File: config.mk
export PLATFORM = sky130hd
export DESIGN_NAME = ov5640_capture_flat
export DESIGN_NICKNAME = d
export VERILOG_FILES = /design/src/rtl/ov5640_capture_pkg.sv /design/src/rtl/ov5640_capture_if.sv /design/src/rtl/ov5640_capture_packer.sv /design/src/rtl/ov5640_capture.sv /design/src/flat_wrapper.sv
export SDC_FILE = /design/constraint.sdc
export NUM_CORES = 1
export LEC_CHECK = 0
export ABC_AREA = 1
export CAP_MARGIN = 20
export CORE_ASPECT_RATIO = 2
export CORE_MARGIN = 3
export CORE_UTILIZATION = 38
export CTS_BUF_LIST = sky130_fd_sc_hd__clkbuf_4
export CTS_CLUSTER_DIAMETER = 200
export DETAILED_ROUTE_END_ITERATION = 12
export SLEW_MARGIN = 20
export SYNTH_ARGS = -nofsm -noshare
export SYNTH_HDL_FRONTEND = slang
export SYNTH_HIERARCHICAL = 1
export SYNTH_SLANG_ARGS = --single-unit
File: constraint.sdc
create_clock -name clk -period 1.85 [get_ports clk]
set_input_delay 0.185 -clock clk [delete_from_list [all_inputs] [get_ports clk]]
set_output_delay 0.185 -clock clk [all_outputs]
set_load 0.01 [all_outputs]
File: src/rtl/ov5640_capture_pkg.sv
// ov5640_pkg: shared definitions for the OV5640 capture front-end.
//   - cap_state_e     : capture FSM states (IDLE, ARM, ACTIVE)
//   - DEF_H_PIXELS    : default active pixels per line
//   - DEF_V_LINES     : default active lines per frame
//   - RGB565 field positions and a helper that assembles a pixel word
//     from the two sensor bytes (high byte first on the bus)
package ov5640_pkg;

    typedef enum logic [1:0] {
        IDLE   = 2'd0,
        ARM    = 2'd1,
        ACTIVE = 2'd2
    } cap_state_e;

    localparam int DEF_H_PIXELS = 800;
    localparam int DEF_V_LINES  = 600;

    localparam int WORD_W     = 16;
    localparam int PIX_CNT_W  = 12;
    localparam int LINE_CNT_W = 11;

    localparam int R_MSB = 15;
    localparam int R_LSB = 11;
    localparam int G_MSB = 10;
    localparam int G_LSB = 5;
    localparam int B_MSB = 4;
    localparam int B_LSB = 0;

    // The sensor sends R[4:0],G[5:3] then G[2:0],B[4:0]; the fields are
    // placed explicitly so the byte order is visible at one point.
    function automatic logic [WORD_W-1:0] rgb565_pack(input logic [7:0] hi,
                                                      input logic [7:0] lo);
        logic [WORD_W-1:0] w;
        w              = '0;
        w[R_MSB:R_LSB] = hi[7:3];
        w[G_MSB:G_LSB] = {hi[2:0], lo[7:5]};
        w[B_MSB:B_LSB] = lo[4:0];
        return w;
    endfunction

endpackage

File: src/rtl/ov5640_capture_if.sv
// ov5640_capture_if: write port toward the SDRAM write FIFO.
//   wfifo_full    : FIFO cannot accept a word this cycle (slave -> master)
//   wfifo_wr_en   : one-cycle write strobe             (master -> slave)
//   wfifo_wr_data : RGB565 word                        (master -> slave)
interface ov5640_capture_if;
    import ov5640_pkg::*;

    logic              wfifo_full;
    logic              wfifo_wr_en;
    logic [WORD_W-1:0] wfifo_wr_data;

    modport master (input wfifo_full, output wfifo_wr_en, output wfifo_wr_data);
    modport slave  (output wfifo_full, input wfifo_wr_en, input wfifo_wr_data);
endinterface

File: src/rtl/ov5640_capture_packer.sv
// cam_byte_packer: registers the DVP inputs, detects vsync/href edges and
// pairs bytes into RGB565 words.
//   clk, rst          : pixel clock, sync active-high reset
//   cam_vsync/href/data : raw sensor inputs
//   word_valid, word  : a complete pixel is available this cycle
//   line_end, line_odd: registered href fell; line_odd = orphan byte pending
//   frame_rise/fall   : registered vsync rising / falling edge
module cam_byte_packer
    import ov5640_pkg::*;
(
    input  logic              clk,
    input  logic              rst,
    input  logic              cam_vsync,
    input  logic              cam_href,
    input  logic [7:0]        cam_data,
    output logic              word_valid,
    output logic [WORD_W-1:0] word,
    output logic              line_end,
    output logic              line_odd,
    output logic              frame_rise,
    output logic              frame_fall
);
    logic       vsync_p0, href_p0, vsync_p1, href_p1;
    logic [7:0] data_p0;
    logic [7:0] hi_byte_q;
    logic       phase_q, phase_d;

    // Stage p0: sample the sensor pins. Stage p1: previous copy for edges.
    // These keep sampling through reset so no false edge follows it.
    always_ff @(posedge clk) begin
        vsync_p0 <= cam_vsync;
        href_p0  <= cam_href;
        data_p0  <= cam_data;
        vsync_p1 <= vsync_p0;
        href_p1  <= href_p0;
    end

    always_comb begin
        phase_d = 1'b0;
        if (href_p0) begin
            phase_d = ~phase_q;
        end
    end

    always_ff @(posedge clk) begin
        if (rst) begin
            phase_q <= 1'b0;
        end else begin
            phase_q <= phase_d;
        end
    end

    always_ff @(posedge clk) begin
        if (href_p0 && !phase_q) begin
            hi_byte_q <= data_p0;
        end
    end

    assign word_valid = href_p0 & phase_q;
    assign word       = rgb565_pack(hi_byte_q, data_p0);
    assign line_end   = ~href_p0 & href_p1;
    // Phase is still 1 on the line_end cycle only if the last byte was a high byte.
    assign line_odd   = phase_q;
    assign frame_rise = vsync_p0 & ~vsync_p1;
    assign frame_fall = ~vsync_p0 & vsync_p1;
endmodule

File: src/rtl/ov5640_capture.sv
// ov5640_capture: OV5640 DVP capture front-end feeding the SDRAM write FIFO.
//   clk, rst          : pixel clock, sync active-high reset
//   capture_en        : allow capture, sampled at frame start
//   cam_vsync/href/data : sensor DVP bus
//   wfifo             : FIFO write port (master side)
//   frame_start/done  : one-cycle frame boundary pulses
//   frame_cnt         : captured frames, wraps at 255
//   line_err, frame_err, overflow : sticky, cleared at frame_start
//   busy              : high while a frame is being captured
module ov5640_capture
    import ov5640_pkg::*;
#(
    parameter int H_PIXELS    = DEF_H_PIXELS,
    parameter int V_LINES     = DEF_V_LINES,
    parameter int SKIP_FRAMES = 10
) (
    input  logic                    clk,
    input  logic                    rst,
    input  logic                    capture_en,
    input  logic                    cam_vsync,
    input  logic                    cam_href,
    input  logic [7:0]              cam_data,
    ov5640_capture_if.master        wfifo,
    output logic                    frame_start,
    output logic                    frame_done,
    output logic [7:0]              frame_cnt,
    output logic                    line_err,
    output logic                    frame_err,
    output logic                    overflow,
    output logic                    busy
);
    localparam logic [PIX_CNT_W-1:0]  H_PIX_L = PIX_CNT_W'(H_PIXELS);
    localparam logic [LINE_CNT_W-1:0] V_LIN_L = LINE_CNT_W'(V_LINES);
    localparam logic [7:0]            SKIP_L  = 8'(SKIP_FRAMES);

    logic              word_valid, line_end, line_odd, frame_rise, frame_fall;
    logic [WORD_W-1:0] word;

    cam_byte_packer u_packer (
        .clk        (clk),
        .rst        (rst),
        .cam_vsync  (cam_vsync),
        .cam_href   (cam_href),
        .cam_data   (cam_data),
        .word_valid (word_valid),
        .word       (word),
        .line_end   (line_end),
        .line_odd   (line_odd),
        .frame_rise (frame_rise),
        .frame_fall (frame_fall)
    );

    cap_state_e            state_q, state_d;
    logic [7:0]            skip_q, skip_d;
    logic [PIX_CNT_W-1:0]  pix_cnt_q, pix_cnt_d;
    logic [LINE_CNT_W-1:0] line_cnt_q, line_cnt_d, line_cnt_eff;
    logic                  wr_en_q, wr_en_d;
    logic [WORD_W-1:0]     wr_data_q, wr_data_d;
    logic                  fs_q, fs_d, fd_q, fd_d;
    logic [7:0]            fcnt_q, fcnt_d;
    logic                  lerr_q, lerr_d, ferr_q, ferr_d, ovf_q, ovf_d;

    always_comb begin
        state_d      = state_q;
        skip_d       = skip_q;
        pix_cnt_d    = pix_cnt_q;
        line_cnt_d   = line_cnt_q;
        line_cnt_eff = line_cnt_q;
        wr_en_d      = 1'b0;
        wr_data_d    = wr_data_q;
        fs_d         = 1'b0;
        fd_d         = 1'b0;
        fcnt_d       = fcnt_q;
        lerr_d       = lerr_q;
        ferr_d       = ferr_q;
        ovf_d        = ovf_q;

        unique case (state_q)
            IDLE: begin
                if (skip_q == 8'd0) begin
                    state_d = ARM;
                end else if (frame_rise) begin
                    skip_d = skip_q - 8'd1;
                end
            end
            ARM: begin
                if (frame_fall && capture_en) begin
                    fs_d       = 1'b1;
                    lerr_d     = 1'b0;
                    ferr_d     = 1'b0;
                    ovf_d      = 1'b0;
                    pix_cnt_d  = '0;
                    line_cnt_d = '0;
                    state_d    = ACTIVE;
                end
            end
            ACTIVE: begin
                // A dropped word still counts so line geometry stays checkable.
                if (word_valid) begin
                    if (wfifo.wfifo_full) begin
                        ovf_d = 1'b1;
                    end else begin
                        wr_en_d   = 1'b1;
                        wr_data_d = word;
                    end
                    if (pix_cnt_q != '1) begin
                        pix_cnt_d = pix_cnt_q + 1'b1;
                    end
                end
                if (line_end) begin
                    if (line_odd || (pix_cnt_q != H_PIX_L)) begin
                        lerr_d = 1'b1;
                    end
                    pix_cnt_d = '0;
                    if (line_cnt_q != '1) begin
                        line_cnt_eff = line_cnt_q + 1'b1;
                    end
                end
                line_cnt_d = line_cnt_eff;
                // Use the count including a line that ends on this same cycle.
                if (frame_rise) begin
                    fd_d   = 1'b1;
                    fcnt_d = fcnt_q + 8'd1;
                    if (line_cnt_eff != V_LIN_L) begin
                        ferr_d = 1'b1;
                    end
                    state_d = ARM;
                end
            end
            default: state_d = IDLE;
        endcase
    end

    always_ff @(posedge clk) begin
        if (rst) begin
            state_q    <= IDLE;
            skip_q     <= SKIP_L;
            pix_cnt_q  <= '0;
            line_cnt_q <= '0;
            wr_en_q    <= 1'b0;
            wr_data_q  <= '0;
            fs_q       <= 1'b0;
            fd_q       <= 1'b0;
            fcnt_q     <= 8'd0;
            lerr_q     <= 1'b0;
            ferr_q     <= 1'b0;
            ovf_q      <= 1'b0;
        end else begin
            state_q    <= state_d;
            skip_q     <= skip_d;
            pix_cnt_q  <= pix_cnt_d;
            line_cnt_q <= line_cnt_d;
            wr_en_q    <= wr_en_d;
            wr_data_q  <= wr_data_d;
            fs_q       <= fs_d;
            fd_q       <= fd_d;
            fcnt_q     <= fcnt_d;
            lerr_q     <= lerr_d;
            ferr_q     <= ferr_d;
            ovf_q      <= ovf_d;
        end
    end

    assign wfifo.wfifo_wr_en   = wr_en_q;
    assign wfifo.wfifo_wr_data = wr_data_q;
    assign frame_start         = fs_q;
    assign frame_done          = fd_q;
    assign frame_cnt           = fcnt_q;
    assign line_err            = lerr_q;
    assign frame_err           = ferr_q;
    assign overflow            = ovf_q;
    assign busy                = (state_q == ACTIVE);
endmodule

File: src/flat_wrapper.sv
// flat-port wrapper written by rule: the top's interface ports become plain ports
module ov5640_capture_flat import ov5640_pkg::*;
#(
    parameter int H_PIXELS    = DEF_H_PIXELS,
    parameter int V_LINES     = DEF_V_LINES,
    parameter int SKIP_FRAMES = 10
)
  (clk, rst, capture_en, cam_vsync, cam_href, cam_data, frame_start, frame_done, frame_cnt, line_err, frame_err, overflow, busy, wfifo_wfifo_full, wfifo_wfifo_wr_en, wfifo_wfifo_wr_data);
  ov5640_capture_if wfifo_i ();
  input  logic clk;
  input  logic rst;
  input  logic capture_en;
  input  logic cam_vsync;
  input  logic cam_href;
  input  logic [7:0] cam_data;
  output logic frame_start;
  output logic frame_done;
  output logic [7:0] frame_cnt;
  output logic line_err;
  output logic frame_err;
  output logic overflow;
  output logic busy;
  input wire logic [$bits(wfifo_i.wfifo_full)-1:0] wfifo_wfifo_full;
  output wire logic [$bits(wfifo_i.wfifo_wr_en)-1:0] wfifo_wfifo_wr_en;
  output wire logic [$bits(wfifo_i.wfifo_wr_data)-1:0] wfifo_wfifo_wr_data;
  assign wfifo_i.wfifo_full = wfifo_wfifo_full;
  assign wfifo_wfifo_wr_en = wfifo_i.wfifo_wr_en;
  assign wfifo_wfifo_wr_data = wfifo_i.wfifo_wr_data;
  ov5640_capture #(.H_PIXELS(H_PIXELS), .V_LINES(V_LINES), .SKIP_FRAMES(SKIP_FRAMES)) u_core (.clk(clk), .rst(rst), .capture_en(capture_en), .cam_vsync(cam_vsync), .cam_href(cam_href), .cam_data(cam_data), .wfifo(wfifo_i), .frame_start(frame_start), .frame_done(frame_done), .frame_cnt(frame_cnt), .line_err(line_err), .frame_err(frame_err), .overflow(overflow), .busy(busy));
endmodule
# Yosys cells after proc, flatten, opt, wreduce, memory -nomap -nowiden
# Cells that the tools add are included.
[totals]
register_bits = 84
out_inout_bits = 31
word_cells = 99
[classes]
n_eq_ne = 16
bitwise = 13
add_sub_neg = 4
reduce_logical = 20
n_mux = 27
[op_table]
columns = ["op", "count"]
rows = [
  ["$mux 12", 4],
  ["$mux 11", 4],
  ["$pmux 12 s2", 1],
  ["$pmux 11 s2", 1],
  ["$ne 2x1->1 const B", 8],
  ["$reduce_and 4->1", 4],
  ["$add 12x1->12 const B", 1],
  ["$ne 12x10->1 const B", 1],
  ["$ne 12x12->1 const B", 1],
  ["$add 11x1->11 const B", 1],
  ["$ne 11x10->1 const B", 1],
  ["$ne 11x11->1 const B", 1],
  ["$mux 1", 10],
  ["$not 1->1", 9],
  ["$reduce_and 3->1", 3],
  ["$add 8x1->8 const B", 1],
  ["$logic_not 8->1", 1],
  ["$sub 8x1->8 const B", 1],
  ["$mux 2", 3],
  ["$ne 3x1->1 const B", 2],
  ["$pmux 1 s2", 3],
  ["$pmux 2 s3", 1],
  ["$reduce_or 2->1", 3],
  ["$and 1x1->1", 4],
  ["other kinds (9)", 11],
]

# Longest topological paths before layout
# Gate-level depths: netlist of the first run.
[depth]
ltp_word = 8
ltp_mapped = 13

# By module
# Netlist of the first run, hierarchy kept.
[by_module_without_submodules]
columns = ["mod", "cells_per_inst", "seq_area_each_um2", "instances", "area_per_inst_um2"]
rows = [
  ["ov5640_capture", 446, 1261.2, 1, 3110.5],
  ["cam_byte_packer", 33, 500.5, 1, 548.0],
]

# Worst setup path before layout of the first run
# Ideal clock, no wire load.
[synth_path]
path_kind = "register to register"
startpoint = "reg u_core.line_cnt_q[0]"
endpoint = "reg u_core.ferr_q (netlist: u_core/frame_err)"
path_stages_with_launch = 12
setup_ns = 0.116
period_less_slack_ns = 1.653
setup_slack_ns = 0.197
required_time_ns = 1.734
arrival_ns = 1.537
path_cell_list = "dfxtp_1 ha_1 nand2_1 nor2_1 nand3_2 buf_6 nand3b_1 nand3_1 nor2_1 nand3_1 nand2_1 a21oi_1"
[synth_via]
elab_chain_cells = 7
elab_cells_between_ends = 8
classes_between = "1 x add/sub; 3 x eq/ne; 3 x mux; 1 x reduce/logical"
[synth_lines]
columns = ["item", "line", "source"]
rows = [
  ["from (decl)", "ov5640_capture.sv:56", "logic [LINE_CNT_W-1:0] line_cnt_q, line_cnt_d, line_cnt_eff;"],
  ["from (signal assigned)", "ov5640_capture.sv:152", "line_cnt_q <= line_cnt_d;"],
  ["$add 11x1->11 or $ne 11x11->1 (tied branches)", "ov5640_capture.sv:116, ov5640_capture.sv:115", ""],
  ["$mux 11", "ov5640_capture.sv:115", "if (line_cnt_q != '1) begin"],
  ["$mux 11 (*)", "ov5640_capture.sv:110", "if (line_end) begin"],
  ["$mux 11 (*)", "ov5640_capture.sv:78", "unique case (state_q)"],
  ["$ne 11x10->1 (*)", "ov5640_capture.sv:124", "if (line_cnt_eff != V_LIN_L) begin"],
  ["$ne 2x1->1 (no line) (*)", "-", ""],
  ["$reduce_and 4->1 (no line) (*)", "-", ""],
  ["to (signal assigned)", "ov5640_capture.sv:159", "ferr_q <= ferr_d;"],
  ["to (decl)", "ov5640_capture.sv:61", "logic lerr_q, lerr_d, ferr_q, ferr_d, ovf_q, ovf_d;"],
]
# Every way passes the cells marked *; elsewhere a longest branch is shown, timed or not. The select of a mux whose other input is x is not followed.
# A chain may end at the register's enable or synchronous reset.

# Worst setup path after layout of the first run
[layout_path]
startpoint = "reg u_core.pix_cnt_q[5]"
endpoint = "reg u_core.pix_cnt_q[6]"
[layout_via]
elab_chain_cells = 5
elab_cells_between_ends = 8
classes_between = "1 x add/sub; 2 x eq/ne; 4 x mux; 1 x reduce/logical"
[layout_lines]
columns = ["item", "line", "source"]
rows = [
  ["from (decl)", "ov5640_capture.sv:55", "logic [PIX_CNT_W-1:0] pix_cnt_q, pix_cnt_d;"],
  ["from (signal assigned)", "ov5640_capture.sv:151", "pix_cnt_q <= pix_cnt_d;"],
  ["$add 12x1->12", "ov5640_capture.sv:107", "pix_cnt_d = pix_cnt_q + 1'b1;"],
  ["$mux 12", "ov5640_capture.sv:106", "if (pix_cnt_q != '1) begin"],
  ["$mux 12", "ov5640_capture.sv:99", "if (word_valid) begin"],
  ["$mux 12", "ov5640_capture.sv:110", ""],
  ["$pmux 12 s2", "ov5640_capture.sv:78", ""],
]
# Parallel ways exist; a longest one is shown, timed or not. The select of a mux whose other input is x is not followed.

==> results of run 1 <==
## final timing paths
kind / end / slack, ns / cells after the start
min: u_core/u_packer/data_p0[1] / 0.16 / 1
max reg2reg: u_core/pix_cnt_q[6] / 0.09 / 10
min reg2reg: u_core/u_packer/vsync_p1 / 0.39 / 0
max: u_core/pix_cnt_q[6] / 0.09 / 10
## synthesized netlist by cell type, drive strengths merged, types with 2 or more instances
| cell | n |
|---|---|
| a21oi | 38 |
| buf | 5 |
| clkbuf | 10 |
| dfxtp | 76 |
| edfxtp | 8 |
| ha | 6 |
| inv | 55 |
| nand2 | 93 |
| nand3 | 42 |
| nand3b | 2 |
| nand4 | 9 |
| nor2 | 80 |
| nor3 | 13 |
| nor3b | 2 |
| o21a | 2 |
| o21ai | 31 |
| xor2 | 2 |
## layer usage
layer  part of all wire  vias to the layer above  wire length, um  global-route usage
li1                   -                     1686                -                   -
met3              0.042                       28              397              0.0463
met4              0.037                        0              351              0.0922
met5                  0                        -                0                   0
met1               0.37                     1551             3530               0.179
met2               0.55                       90             5140               0.334
## sequential cells by signal (all words and copies together) (netlist names), 2 cells and up
| register | flops |
|---|---|
| u_core/u_packer/hi_byte_q | 8 |
| u_core/frame_cnt | 8 |
| u_core/state_q | 2 |
| u_core/wfifo.wfifo_wr_data | 16 |
| u_core/skip_q | 8 |
| u_core/u_packer/data_p0 | 8 |
| u_core/line_cnt_q | 11 |
| u_core/pix_cnt_q | 12 |
## power by group
group | total [mW] | switching [mW] | leakage (nW) | internal (mW)
sequential | 1.89 | 0.0161 | 0.695 | 1.87
clock | 1.07 | 0.648 | 0.0706 | 0.418
combinational | 0.138 | 0.0819 | 1.01 | 0.0560
## critical path, stage by stage, from the launching register on
cell and delay (ns):
dfxtp_1 0.47, nand2_2 0.12, nor2_4 0.15, nand2_1 0.09, nor2_2 0.11, nand3_1 0.11, nand3_2 0.10, o21ai_4 0.10
buf_4 0.17, a31oi_1 0.15, nor2_1 0.08
## final cells by class
class	instances	area, um^2	area share
diodes	1	2.50	0.000552
clock buffers	9	67.6	0.0149
clock inverters	7	75.1	0.0165
inverters	55	206	0.0455
multi-input cells	326	1660	0.365
flip-flops and latches	84	1760	0.389
well taps	104	130	0.0287
repair buffers	69	634	0.140
## per-stage QoR
step | TNS (ns) | area, um^2 | hold slack, ns | utilization | cells
detailed placement | 0 | 4320 | 0.373 | 0.460 | 634
global route | -0.0101 | 4540 | 0.120 | 0.483 | 655
floorplan | 0 | 3660 | 0.213 | - | 479
finish | 0 | 4540 | 0.163 | 0.483 | 655
CTS | 0 | 4470 | 0.122 | 0.476 | 650
global placement | 0 | 4320 | 0.359 | 0.460 | 634
## what timing repair did
| item | in CTS | in global routing |
|---|---|---|
| setup endpoints to repair | 1 | 7 |
| hold endpoints to repair | 0 | 0 |
| resized for setup | 3 | 10 |
| pin swaps | 0 | 2 |
| buffers inserted | 0 | 3 |
| hold buffers | 0 | 0 |
| cloned | 0 | 1 |
## logic make-up (layout without fill, tap and decap cells)
| family | after synthesis | count (layout) | synth area share |
|---|---|---|---|
| buf+inv | 70 | 140 | 0.0766 |
| xor+xnor | 3 | 3 | 0.00718 |
| fa+ha+maj | 6 | 6 | 0.0205 |
| other cells | 0 | 1 | 0 |
| compound gates | 74 | 74 | 0.109 |
| simple gates | 242 | 243 | 0.305 |
| flops | 84 | 84 | 0.482 |
## placed cells by master, fill, tap and decap left out, types with 8 or more instances in the layout
master	Yosys	final
a21oi_1	37	37
buf_4	0	24
clkbuf_4	0	9
clkdlybuf4s50_1	0	43
dfxtp_1	76	74
edfxtp_1	8	8
inv_1	47	47
inv_2	8	8
nand2_1	89	88
nand3_1	38	38
nand4_1	9	9
nor2_1	71	67
nor3_1	12	12
o21ai_0	23	23
==> key figures, run 1 <==
Drt
  • Wire length per cell: 14.4 um
  • Initial DRC Count: 171
  • DR DRC count: 0
  • DR vias/cell: between 5 and 6
  • Via Count: 3355
  • Final antenna-violating net count: 0
  • DR pass1 iterations: 5
  • WL final: 9410 um

Place
  • Pre-CTS WS: between 0.015 and 0.02 ns
  • Dpl hpwl: 7040 um
  • IO Port Bufs: 44
  • Placer congestion estimate: ~0.90

Floorplan
  • Die Wd: 75.4 um
  • IO Count: 45
  • Row count: 50
  • Die Area: ~11000 um^2
  • Die height: 145 um
  • Core ar.: 9380 um^2
  • Initial Utilization: 0.390

Setup path
  • Critical path startpoint: u_core/pix_cnt_q[5]
  • Worst path required time: 2.18 ns
  • RR Startpoint: u_core/pix_cnt_q[5]
  • CP arrival: 2.09 ns
  • Critical path startpoint category: flip-flop
  • Maximum fanout along the worst path: 9
  • Crit path capture type: flip-flop
  • CP Class: flip-flop to flip-flop

Global route
  • Total congestion overflow: 0
  • Largest net degree at the start of global routing: 25
  • Vias in the first global route: 3190
  • First-pass GRT wire length: 14800 um
  • Total Routing Usage GR: 0.181
  • Initial antenna violation count: 1

Yosys
  • Register bit total from synthesis: 84
  • EDFF count, synth: 8
  • Seq/Total Area, Yosys: 0.482
  • Post-synthesis cell area: ~3700 um^2
  • Synth unique cells: 36
  • Leading register cell type out of synthesis: dfxtp_1
  • Ys Warns: 6
  • Area contributors post-synth: dfxtp_1, nand2_1, nor2_1, edfxtp_1, nand3_1
  • Synth top area share: 0.416
  • Synthesized Nets: 499
  • Dominant cell type by area after synthesis: dfxtp_1
  • Syn_area_per_cell: between 7 and 8 um^2
  • Asr flop ratio synth: 0
  • Mapped Cells: 479

Power
  • Cell Pwr Density: around 700 nW/um^2
  • VDD IR max: between 500 and 600 uV
  • PnR Total Power: just over 3 mW
  • Leakage: between 1.5 and 2 nW

Layout
  • Area Overhead vs Synth: 24.0%
  • Fill count: 984
  • Final nets: between 500 and 600
  • Share of cells above drive strength 1: 0.140

STA
  • Headroom to the max-slew limit: 0.727
  • Crit share post-route: 0.951
  • Fmax: 0.569 GHz
  • Final min period: 1.76 ns
  • Fin worst setup slack: 0.0910 ns
  • Max-slew violation count: 0
  • Final setup viols: 0
  • Worst Tran Pin Value: slightly above 0.4 ns
  • Fin. Hold Viols: 0
  • Clk_skew: 0.0150 ns

Hold path
  • Type of the most critical hold path: input port to flip-flop
  • Min-delay src: cam_data[1]

Clocking
  • CTS root buf: clkbuf_4
  • Num CTS Buffers: 9
  • Clock Path Buffers: 2
  • Worst-path clk slew: between 0.1 and 0.15 ns
  • H-tree Lvls: 3
  • Skew-Pair Late Insertion Delay: ~0.44 ns
  • Num Clock Sinks: 84
  • CTS tree: built

Run
  • Max-Cap Viols: 0

Status
  • Status: complete, no violations
No activity file was read; power rests on OpenSTA's default activity.
==> run 2, diff against run 1 <==
--- a/config.mk
+++ b/config.mk
@@ -13,6 +13,7 @@
 export CTS_BUF_LIST = sky130_fd_sc_hd__clkbuf_4
 export CTS_CLUSTER_DIAMETER = 200
 export DETAILED_ROUTE_END_ITERATION = 12
+export RECOVER_POWER = 100
 export SLEW_MARGIN = 20
 export SYNTH_ARGS = -nofsm -noshare
 export SYNTH_HDL_FRONTEND = slang
==> run 2 against run 1 <==
Wire length fell by 0.15%. Global-route usage did not move. Via count rose by 0.12%. Critical path type unchanged. Largest power group unchanged.
==> key figures, run 2 (synthesis gave the netlist of run 1 again) <==
Status
  • Status: complete, no violations

Global route
  • Largest net degree at the start of global routing: 25 (unchanged)
  • Vias in the first global route: 3190 (unchanged)
  • First-pass GRT wire length: 14800 um (unchanged)
  • Total Routing Usage GR: 0.181 (unchanged)
  • Initial antenna violation count: 1 (unchanged)
  • Total congestion overflow: 0 (unchanged)

Layout
  • Share of cells above drive strength 1: 0.135 (-0.00545)
  • Finished Layout Cells: 655 (unchanged)
  • Commonest non-fill, non-tap cells in the layout: nand2_1, dfxtp_1, nor2_1, inv_1, nand3_1
  • Util after Layout: 0.481 (-0.00253)
  • Final design area excluding fillers: 4510 um^2 (-0.52%)
  • Area Overhead vs Synth: 23.4%
  • Fill count: 987 (+0.30%)
  • Largest register FFs: 16 (unchanged)
  • Multi-input logic area: 1640 um^2 (-0.76%)
  • Storage cell area: 1760 um^2 (unchanged)
  • Most common cell after layout, fill and taps aside: nand2_1
  • Final nets: 565 (unchanged)

Setup path
  • Crit path capture type: flip-flop
  • CP Class: flip-flop to flip-flop
  • Cell family with most CP delay: simple AND/OR/NAND/NOR gates
  • Buf/Inv on CP: 1 (unchanged)
  • Worst path required time: 2.18 ns (about the same)
  • Crit-path cells: nand2_2, nor2_4, nand2_1, nor2_2, nand3_1, nand3_2, o21ai_4, buf_4, a31oi_1, nor2_1
  • Critical path startpoint category: flip-flop
  • Critical-path top delay cell: dfxtp_1
  • CP arrival: 2.09 ns (about the same)
  • Maximum fanout along the worst path: 9 (unchanged)
  • CP peak stage delay: 0.46 ns (about the same)

Clocking
  • Clock Path Buffers: 2 (unchanged)
  • Num Clock Sinks: 84 (unchanged)
  • Skew-Pair Late Insertion Delay: 0.44 ns (about the same)
  • CTS Hold Bufs: 0 (unchanged)
  • Worst-path clk slew: 0.14 ns (about the same)
  • H-tree Lvls: 3 (unchanged)
  • CTS root buf: clkbuf_4
  • CTS tree: built
  • Num CTS Buffers: 9 (unchanged)

STA
  • Worst Tran Pin Value: 0.565 ns (+0.156 ns)
  • Final setup viols: 0 (unchanged)
  • Max-slew violation count: 0 (unchanged)
  • Fmax: 0.570 GHz (+0.30%)
  • Clk_skew: 0.0149 ns (-0.000148 ns)
  • Fin. Hold Viols: 0 (unchanged)
  • Headroom to the max-slew limit: 0.623 (-0.104)
  • Final min period: 1.75 ns (-0.00528 ns)
  • Fin Hold WS: 0.275 ns (+0.113 ns)
  • Crit share post-route: 0.948 (-0.00285)

Hold path
  • Type of the most critical hold path: input port to flip-flop

Drt
  • Initial DRC Count: 158 (-7.6%)
  • DR vias/cell: 5.13 (+0.12%)
  • DR DRC count: 0 (unchanged)
  • Wire length per cell: 14.4 um (-0.15%)
  • Final antenna-violating net count: 0 (unchanged)
  • Via Count: 3359 (+0.12%)
  • DR pass1 iterations: 4 (-1)
  • M1 WL: 3490 um (-1.0%)
  • WL final: 9400 um (-0.15%)
  • Highest routed metal layer: met4
  • Detailed-routed wire length on met3: 439 um (+11%)
  • Routed length on met2: 5060 um (-1.5%)

Power
  • Cell Pwr Density: 683 nW/um^2 (+0.30%)
  • PnR Total Power: 3.08 mW (-0.22%)
  • Clock power share: 0.346 (about the same)
  • Leakage: 1.78 nW (-0.17%)
  • Net Sw Frac: 0.241 (about the same)
  • Seq pwr share: 0.612 (+0.002)
  • VDD IR max: 565 uV (about the same)
  • Cell internal pwr: 2.34 mW (-0.20%)
  • Switching pwr: 744 uW (-0.29%)
  • Gate power share: 0.043 (-0.002)

Floorplan
  • Core ar.: 9380 um^2 (unchanged)
  • Initial Utilization: 0.390 (unchanged)
  • Die height: 145 um (unchanged)
  • IO Count: 45 (unchanged)
  • Die Wd: 75.4 um (unchanged)
  • Die Area: 10900 um^2 (unchanged)
  • Row count: 50 (unchanged)

Place
  • Dpl hpwl: 7040 um (unchanged)
  • Placer congestion estimate: 0.902 (unchanged)
  • Post-DP Area: 4320 um^2 (unchanged)
  • Inst Count DP: 634 (unchanged)
  • IO Port Bufs: 44 (unchanged)

Run
  • Max-Cap Viols: 0 (unchanged)
-- run 2: path summary, 6_finish.rpt --
kind / from / cells past startpoint / end / slack [ns]
setup reg to reg: u_core/pix_cnt_q[5] / 10 / u_core/pix_cnt_q[6] / 0.1
hold reg to reg: u_core/u_packer/vsync_p0 / 0 / u_core/u_packer/vsync_p1 / 0.39
setup / recovery: u_core/pix_cnt_q[5] / 10 / u_core/pix_cnt_q[6] / 0.1
hold / removal: cam_data[1] / 1 / u_core/u_packer/data_p0[1] / 0.28
-- run 2: final cells by class --
cell class              instances  area share
clock buffers                   9      0.0150
repair buffers                 69       0.138
diodes                          1    0.000554
inverters                      55      0.0457
well taps                     104      0.0288
clock inverters                 7      0.0166
multi-input cells             326       0.364
flip-flops and latches         84       0.391
-- run 2: layer usage --
metal,up-vias,global-route usage
met4,0,0.0922
met3,35,0.0463
met2,101,0.334
met1,1537,0.179
met5,-,0
li1,1686,-
-- run 2: power groups by stage --
stage / clock (mW) / sequential (mW) / combinational, mW
CTS: 1.12 / 1.89 / 0.139
global placement: 0 / 1.92 / 0.136
detailed placement: 0 / 1.93 / 0.138
finish: 1.07 / 1.89 / 0.132
global route: 1.20 / 1.89 / 0.146
floorplan: 0 / 1.92 / 0.0743
-- run 2: what timing repair did --
item / CTS / global route
buffers inserted: 0 / 3
gates cloned: 0 / 1
setup endpoints to repair: 1 / 7
endpoints found under the hold margin: 0 / 0
gates resized for setup: 3 / 10
pin swaps: 0 / 2
-- run 2: stage by stage --
| step | setup slack [ns] | TNS [ns] |
|---|---|---|
| detailed placement | 0.0176 | 0 |
| global route | -0.0101 | -0.0101 |
| CTS | 0.00661 | 0 |
| global placement | 0.0496 | 0 |
| floorplan | 0.197 | 0 |
| finish | 0.0963 | 0 |
==> run 3, diff against run 2 <==
--- a/config.mk
+++ b/config.mk
@@ -8,12 +8,13 @@
 export ABC_AREA = 1
 export CAP_MARGIN = 20
 export CORE_ASPECT_RATIO = 2
-export CORE_MARGIN = 3
+export CORE_MARGIN = 1.5
 export CORE_UTILIZATION = 38
 export CTS_BUF_LIST = sky130_fd_sc_hd__clkbuf_4
 export CTS_CLUSTER_DIAMETER = 200
 export DETAILED_ROUTE_END_ITERATION = 12
 export RECOVER_POWER = 100
+export REMOVE_ABC_BUFFERS = 1
 export SLEW_MARGIN = 20
 export SYNTH_ARGS = -nofsm -noshare
 export SYNTH_HDL_FRONTEND = slang
==> run 3 against run 2 <==
Sequential power hardly changed. Register-to-register slack gained 0.02 ns. Critical path depth rose by 2. Wire length shrank 5.7%.
==> key figures, run 3 (synthesis gave the netlist of run 1 again) <==
Drt
  • Initial DRC Count: 153 (-3.2%)
  • Via Count: 3313 (-1.4%)
  • Final antenna-violating net count: 0 (unchanged)
  • DR DRC count: 0 (unchanged)
  • DR pass1 iterations: 4 (unchanged)
  • WL final: 8870 um (-5.7%)
  • Wire length per cell: 13.5 um (-5.8%)
  • DR vias/cell: 5.05 (-1.5%)

Clocking
  • H-tree Lvls: 3 (unchanged)
  • CTS tree: built
  • Num CTS Buffers: 9 (unchanged)
  • Num Clock Sinks: 84 (unchanged)
  • Skew-Pair Late Insertion Delay: 0.43 ns (about the same)
  • Worst-path clk slew: 0.13 ns (about the same)
  • CTS Hold Bufs: 0 (unchanged)
  • CTS root buf: clkbuf_4
  • Clock Path Buffers: 2 (unchanged)

Status
  • Status: complete, no violations

Power
  • Seq pwr share: 0.614 (+0.002)
  • VDD IR max: 600 uV (+6.2%)
  • Cell internal pwr: 2.36 mW (+1.0%)
  • Leakage: 1.79 nW (+1.0%)
  • Cell Pwr Density: 670 nW/um^2 (-1.9%)
  • Net Sw Frac: 0.229 (-0.0126)
  • PnR Total Power: 3.06 mW (-0.64%)
  • Switching pwr: 700 uW (-5.8%)
  • Gate power share: 0.046 (+0.003)
  • Clock power share: 0.340 (-0.006)

Setup path
  • Worst path required time: 2.19 ns (about the same)
  • RR Startpoint: u_core/line_cnt_q[0]
  • CP arrival: 2.07 ns (-0.02 ns)
  • Maximum fanout along the worst path: 3 (-6)
  • Crit path capture type: flip-flop
  • Critical path startpoint category: flip-flop
  • CP Class: flip-flop to flip-flop
  • Critical path startpoint: u_core/line_cnt_q[0]

STA
  • Fin worst setup slack: 0.113 ns (+0.0167 ns)
  • Headroom to the max-slew limit: 0.624 (+0.00149)
  • Crit share post-route: 0.939 (-0.00903)
  • Worst Tran Pin Value: 0.563 ns (-0.00223 ns)
  • Final min period: 1.74 ns (-0.0167 ns)
  • Max-slew violation count: 0 (unchanged)
  • Final setup viols: 0 (unchanged)
  • Clk_skew: 0.0158 ns (+0.000909 ns)
  • Fin. Hold Viols: 0 (unchanged)
  • TNS Setup: 0 ns (unchanged)
  • Fmax: 0.576 GHz (+0.96%)

Global route
  • First-pass GRT wire length: 14900 um (+0.23%)
  • Total Routing Usage GR: 0.186 (+0.00404)
  • Total congestion overflow: 0 (unchanged)
  • Initial antenna violation count: 1 (unchanged)
  • Largest net degree at the start of global routing: 20 (-20%)
  • Vias in the first global route: 3251 (+1.9%)

Hold path
  • Min-delay src: cam_data[3]
  • Type of the most critical hold path: input port to flip-flop

Floorplan
  • Die Wd: 72.4 um (-4.0%)
  • IO Count: 45 (unchanged)
  • Initial Utilization: 0.390 (unchanged)
  • Die height: 142 um (-2.1%)
  • Die Area: 10300 um^2 (-6.0%)
  • Core ar.: 9380 um^2 (unchanged)
  • Row count: 50 (unchanged)

Layout
  • Commonest non-fill, non-tap cells in the layout: nand2_1, dfxtp_1, nor2_1, inv_1, nand3_1
  • Share of cells above drive strength 1: 0.147 (+0.0125)
  • Largest register FFs: 16 (unchanged)
  • Final design area excluding fillers: 4570 um^2 (+1.3%)
  • Area Overhead vs Synth: 25.0%
  • Multi-input logic area: 1670 um^2 (+1.7%)
  • Fill count: 927 (-6.1%)
  • Final nets: 567 (+0.35%)
  • Most common cell after layout, fill and taps aside: nand2_1
  • Storage cell area: 1770 um^2 (+0.35%)

Place
  • Pre-CTS WS: -0.0394 ns (-0.0569 ns)
  • Placer congestion estimate: 0.897 (-0.60%)
  • Post-DP Area: 4320 um^2 (about the same)
  • IO Port Bufs: 44 (unchanged)
  • Dpl hpwl: 6480 um (-8.0%)

Run
  • Max-Cap Viols: 0 (unchanged)
==> run 3: final timing paths <==
kind | endpoint | slack (ns) | depth (start not counted)
worst min register to register | u_core/u_packer/href_p1 | 0.39 | 0
worst max register to register | u_core/frame_err | 0.11 | 12
worst min-delay path | u_core/u_packer/data_p0[3] | 0.30 | 1
worst max-delay path | u_core/frame_err | 0.11 | 12
==> run 3: worst max-delay path: stages (launching register included) <==
cell,delay (ns)
dfxtp_1,0.35
ha_1,0.21
nand2_2,0.11
nor2_2,0.14
nand3_1,0.16
nand3_1,0.11
nand2_1,0.05
inv_1,0.06
nand3_1,0.13
nor2_1,0.12
nand3_1,0.09
nand2_1,0.07
a21oi_1,0.05
==> run 3: cell type report <==
| class | instances | share of cell area |
|---|---|---|
| Inverter | 55 | 0.0451 |
| Clock buffer | 11 | 0.0181 |
| Timing Repair Buffer | 71 | 0.144 |
| Multi-Input combinational cell | 326 | 0.366 |
| Tap cell | 104 | 0.0285 |
| Antenna cell | 1 | 0.000547 |
| Clock inverter | 4 | 0.0112 |
| Sequential cell | 84 | 0.387 |
==> run 3: metal layers <==
layer / track usage / up-vias / share of wire
met1: 0.194 / 1532 / 0.39
met3: 0.0462 / 15 / 0.037
met4: 0.0854 / 0 / 0.027
li1: - / 1698 / -
met5: 0 / - / 0
met2: 0.338 / 68 / 0.55
==> run 3: power groups by stage <==
stage	Sequential (mW)	Clock, mW	Combinational, mW
floorplan	1.92	0	0.0627
global placement	1.92	0	0.137
detailed placement	1.92	0	0.139
CTS	1.88	1.08	0.140
global route	1.89	1.15	0.159
finish	1.88	1.04	0.141
==> run 3: timing repair <==
item                                    in CTS  in global routing
resized for setup                            5                 14
setup buffers                                0                  7
pin swaps                                    0                  3
endpoints found under the setup margin       3                 14
cloned                                       0                  1
==> run 3: stage by stage <==
stage,utilization,hold slack (ns),instances
CTS,0.475,0.158,647
global route,0.487,0.274,656
floorplan,-,0.213,464
global placement,0.460,0.373,632
finish,0.487,0.298,656
detailed placement,0.460,0.373,632
